<file path="src/rtl/ps2_host_tx.sv">
// ps2_host_tx: host-to-device PS/2 command byte transmitter.
// Open-drain drive of ps2_clk/ps2_data, sharing pins with ps2_keyboard.
module ps2_host_tx #(
  parameter int INHIBIT_CYCLES = 5000,
  parameter int TIMEOUT_CYCLES = 1000000
) (
  input  logic       clk,
  input  logic       resetn,
  input  logic [7:0] tx_data,
  input  logic       tx_valid,
  output logic       tx_ready,
  output logic       busy,
  output logic       tx_done,
  output logic       tx_err,
  output logic [1:0] err_code,
  input  logic       ps2_clk_in,
  input  logic       ps2_data_in,
  output logic       ps2_clk_oe,
  output logic       ps2_data_oe
);

  localparam int MAXC = (INHIBIT_CYCLES > TIMEOUT_CYCLES)
                      ? INHIBIT_CYCLES : TIMEOUT_CYCLES;
  localparam int CW = $clog2(MAXC + 1);
  localparam logic [CW-1:0] INH_LAST = CW'(INHIBIT_CYCLES - 1);
  localparam logic [CW-1:0] TO_LAST = CW'(TIMEOUT_CYCLES - 1);

  typedef enum logic [2:0] {
    S_IDLE,
    S_INHIBIT,
    S_REQ,
    S_SEND,
    S_ACK,
    S_RELEASE
  } state_t;

  state_t        state_q;
  state_t        state_d;
  logic [CW-1:0] cnt_q;
  logic [CW-1:0] cnt_d;
  logic [9:0]    frame_q;
  logic [9:0]    frame_d;
  logic [3:0]    idx_q;
  logic [3:0]    idx_d;
  logic          drv_q;
  logic          drv_d;
  logic          done_d;
  logic          err_d;
  logic [1:0]    code_d;
  logic [1:0]    clk_sync;
  logic [1:0]    data_sync;
  logic          clk_prev;
  logic          clk_now;
  logic          data_now;
  logic          fe;
  logic          accept;
  logic          timed;
  logic          timeout;

  assign clk_now  = clk_sync[1];
  assign data_now = data_sync[1];
  assign fe       = clk_prev & ~clk_now;

  assign busy     = (state_q != S_IDLE);
  assign tx_ready = (state_q == S_IDLE) && !tx_done && !tx_err;
  assign accept   = tx_valid && tx_ready;

  assign timed = (state_q == S_REQ) || (state_q == S_SEND) ||
                 (state_q == S_ACK) || (state_q == S_RELEASE);
  assign timeout = timed && (cnt_q == TO_LAST);

  // Start bit goes low on the last inhibit cycle, while clk is still held.
  assign ps2_clk_oe  = (state_q == S_INHIBIT);
  assign ps2_data_oe =
    ((state_q == S_INHIBIT) && (cnt_q == INH_LAST)) ||
    (state_q == S_REQ) ||
    ((state_q == S_SEND) && drv_q);

  always_comb begin
    state_d = state_q;
    cnt_d   = cnt_q;
    frame_d = frame_q;
    idx_d   = idx_q;
    drv_d   = drv_q;
    done_d  = 1'b0;
    err_d   = 1'b0;
    code_d  = err_code;
    if (timeout) begin
      err_d   = 1'b1;
      code_d  = 2'b01;
      drv_d   = 1'b0;
      state_d = S_IDLE;
    end else begin
      unique case (state_q)
        S_IDLE: begin
          if (accept) begin
            frame_d = {1'b1, ~^tx_data, tx_data};
            cnt_d   = '0;
            idx_d   = '0;
            drv_d   = 1'b0;
            code_d  = 2'b00;
            state_d = S_INHIBIT;
          end
        end
        S_INHIBIT: begin
          if (cnt_q == INH_LAST) begin
            cnt_d   = '0;
            state_d = S_REQ;
          end else begin
            cnt_d = cnt_q + CW'(1);
          end
        end
        S_REQ: begin
          cnt_d = cnt_q + CW'(1);
          if (fe) begin
            drv_d   = ~frame_q[0];
            idx_d   = 4'd1;
            state_d = S_SEND;
          end
        end
        S_SEND: begin
          cnt_d = cnt_q + CW'(1);
          if (fe) begin
            drv_d = ~frame_q[idx_q];
            idx_d = idx_q + 4'd1;
            if (idx_q == 4'd9) state_d = S_ACK;
          end
        end
        S_ACK: begin
          cnt_d = cnt_q + CW'(1);
          if (fe) begin
            if (!data_now) begin
              state_d = S_RELEASE;
            end else begin
              err_d   = 1'b1;
              code_d  = 2'b10;
              state_d = S_IDLE;
            end
          end
        end
        S_RELEASE: begin
          cnt_d = cnt_q + CW'(1);
          if (clk_now && data_now) begin
            done_d  = 1'b1;
            state_d = S_IDLE;
          end
        end
        default: state_d = S_IDLE;
      endcase
    end
  end

  always_ff @(posedge clk) begin
    if (!resetn) begin
      state_q   <= S_IDLE;
      cnt_q     <= '0;
      frame_q   <= '0;
      idx_q     <= '0;
      drv_q     <= 1'b0;
      tx_done   <= 1'b0;
      tx_err    <= 1'b0;
      err_code  <= 2'b00;
      clk_sync  <= 2'b11;
      data_sync <= 2'b11;
      clk_prev  <= 1'b1;
    end else begin
      state_q   <= state_d;
      cnt_q     <= cnt_d;
      frame_q   <= frame_d;
      idx_q     <= idx_d;
      drv_q     <= drv_d;
      tx_done   <= done_d;
      tx_err    <= err_d;
      err_code  <= code_d;
      clk_sync  <= {clk_sync[0], ps2_clk_in};
      data_sync <= {data_sync[0], ps2_data_in};
      clk_prev  <= clk_sync[1];
    end
  end

endmodule

</file>
<file path="config.mk">
export PLATFORM = sky130hd
export DESIGN_NAME = ps2_host_tx
export DESIGN_NICKNAME = d
export VERILOG_FILES = /design/src/rtl/ps2_host_tx.sv
export SDC_FILE = /design/constraint.sdc
export NUM_CORES = 1
export LEC_CHECK = 0
export CAP_MARGIN = 20
export CORE_MARGIN = 8
export CORE_UTILIZATION = 59
export CTS_CLUSTER_DIAMETER = 100
export DETAILED_ROUTE_END_ITERATION = 10
export GPL_TIMING_DRIVEN = 0
export PLACE_DENSITY = 0.81
export SYNTH_ARGS = -nofsm -noshare
export SYNTH_HDL_FRONTEND = slang
export SYNTH_SLANG_ARGS = --single-unit
</file>
<file path="constraint.sdc">
create_clock -name clk -period 5.24 [get_ports clk]
set_clock_uncertainty 0.05 [all_clocks]
set_input_delay 1.048 -clock clk [delete_from_list [all_inputs] [get_ports clk]]
set_output_delay 1.048 -clock clk [all_outputs]
set_load 0.01 [all_outputs]
</file>
==> qor.txt <==
PortBufs: 19
routing usage on met2: 31.19%
final WL: 5.984 mm
TritonCTS Buffers: 5
RSZ-0062 raised after global routing: no
Most Used Layer, Global Route: met2
drt drc: 0
WP data required: 4.14 ns
core area: 0.004058 mm^2
Sink Count: 47
share of post-route cells with drive strength above 1: 9.146%
post-CTS setup buffer count: 0
post-route ant nets: 0
P&R area growth vs syn: 14.16%
TritonCTS clock tree: done
Initial Utilization: 62.07%
status: finished clean
# diodes: 0
Final setup viols: 0
GR Util met1: 24.84%
slowest stage delay, CP: 0.57 ns
hold buffers post-CTS: 0
min-delay worst type: reg -> reg
total gr overflow: 0
drt initial violations: 187
highest-count cells in the layout ignoring fill and taps: dfxtp_1, nand2_1, nor2_1
DR vias/cell: 6.243
Final min period: 3.554 ns
Startpoint Class: flop
Ys Warns: 0
global-route wire length before repair: 10.21 mm
vias in the first global route: 2184
peak supply drop: 0.1983 mV
post-cts sizing count: 0
Post-synth ARST share: 0%
Worst-path clk slew: 0.09 ns
Seq/Total Area, Yosys: 37.36%
kind of critical path: reg -> out
Worst-Margin Slew: 0.7774 ns
Clock Latency Late Sink: 0.30 ns
clk root buf: clkbuf_8
power per cell area: 282.6 mW/mm^2
commonest non-fill, non-tap cell in the layout: dfxtp_1
Design Area, Final: 0.002875 mm^2
fin. max-slew vios: 0
GRT Overall Usage: 19.15%
Yosys reg bits: 47
Max-Cap Viols: 0
Pre-antenna DRT Iters: 5
leak pwr: 0.9649 nW
Nets: 343
CP delay by family, top: simple AND/OR/NAND/NOR gates
setup TNS: 0 ns
# IOs: 21
total number of vias: 2360
Worst slew margin: 47.60%
Yosys top cell area share: 37.36%
clk buf depth: 2
die area: 0.006615 mm^2
die height: 81.34 um
RePlAce Congestion: 0.8930
Post-DP Area: 0.002771 mm^2
final-report hold violation count: 0
Area contributors post-synth: dfxtp_1, nand2_1, xnor2_1
chip width: 81.34 um
Synth cell types: 65
Post-Syn Nets: 317
largest net degree at the start of global routing: 15
Tcrit/Tclk final: 67.82%
Max Fclk: 281.4 MHz
CP endpoint kind: output port
DP Wirelength: 4.226 mm
number of cell rows: 23
Top FF cell, synth: dfxtp_1
Slowest cell on crit path: clkdlybuf4s50_1
Synth Cell Area: 0.002519 mm^2
Mapped Cells: 301
GR Util met3: 4.415%
worst endpoint data arrival time: 2.46 ns
Cell Chain, Critical Path: ha_1, and4b_1, nand4_1, nor3_1, nor2_1, a311oi_1, clkdlybuf4s50_1
Post-synth EDFFs: 0
area leader, netlist: dfxtp_1
# fillers: 346
synthesized area per cell: 8.368 um^2
worst-path fanout max: 5
WL/cell: 15.83 um
WP buf/inv: 1
antenna violations before repair: 0
H-tree Lvls: 2
final core utilization: 70.86%
## logic make-up (layout without fill, tap and decap cells)
logic type      after synthesis  after routing  synth area share, %
fa+ha+maj                     3              3                1.490
compound gates               66             66                19.82
simple gates                138            138                28.32
xor+xnor                     13             13                4.521
mux                           6              6                3.378
buf+inv                      28             55                5.117
flops                        47             47                37.36
## flip-flops by register name, summed over array words and instances (netlist names)
signal,cells
clk_sync,2
idx_q,4
clk_prev,1
err_code,2
data_sync,2
state_q,3
drv_q,1
cnt_q,20
tx_err,1
frame_q,10
tx_done,1
## synthesized netlist by cell type, drive strengths merged, types with 2 or more instances
master   count
xnor2       13
a41o         2
ha           3
a31oi        3
a21oi       20
o22a         2
and3         4
inv         11
nor3b        2
nand2       43
nor4         6
nand2b       8
and4         3
o31ai        3
and2         2
a2bb2oi      2
nor3        13
dfxtp       47
nand4        7
or4b         2
mux2i        4
o211ai       3
clkbuf       9
a21o         3
o21ai        7
nor2b        2
nand3       17
or3          2
nor2        22
buf          8
o41ai        6
mux4         2
## final cells by class
class	instances	area (um^2)	share of cell area, %
Sequential cell	47	940.9	32.72
Multi-Input combinational cell	226	1449	50.39
Tap cell	50	62.56	2.176
Buffer	17	87.58	3.046
Timing Repair Buffer	19	190.2	6.614
Clock buffer	7	96.34	3.351
Inverter	11	41.29	1.436
Clock inverter	1	7.507	0.2611
## path summary, 6_finish.rpt
path | cells past startpoint | start | to | slack (ns)
max | 7 | cnt_q[0] | ps2_data_oe | 1.69
max reg2reg | 8 | cnt_q[0] | cnt_q[8] | 2.80
min | 1 | clk_sync[0] | clk_sync[1] | 0.37
min reg2reg | 1 | clk_sync[0] | clk_sync[1] | 0.37
## power breakdown
| group | total (mW) | switching [mW] | internal, mW | leakage (nW) |
|---|---|---|---|---|
| clock | 0.246 | 0.126 | 0.120 | 0.0505 |
| sequential | 0.382 | 0.00878 | 0.373 | 0.382 |
| combinational | 0.185 | 0.115 | 0.0699 | 0.533 |
| total | 0.812 | 0.249 | 0.563 | 0.965 |
## worst reg2reg max path, delay by kind of cell, from the launching register on
kind	cells	cell delay [ns]
compound gates	2	0.79
fa+ha+maj	1	0.26
buf+inv	2	0.25
flops	1	0.36
simple gates	3	0.63
## routing by layer
metal	routed length [um]	part of all wire (%)
met1	2838	47
met2	2722	45
met3	358	6.0
met4	65	1.1
met5	0	0
## stage by stage
stage / worst slack, ns / std cells / hold slack [ns] / power [mW]
after global routing: 1.511 / 378 / 0.3922 / 0.8517
after detailed placement: 2.033 / 370 / 0.3496 / 0.5706
final: 1.686 / 378 / 0.3666 / 0.8124
after floorplan: 2.648 / 301 / 0.3363 / 0.5097
after global placement: 2.047 / 370 / 0.3425 / 0.5697
after CTS: 1.691 / 378 / 0.3701 / 0.8121
Power figures use the tool's default switching activity.
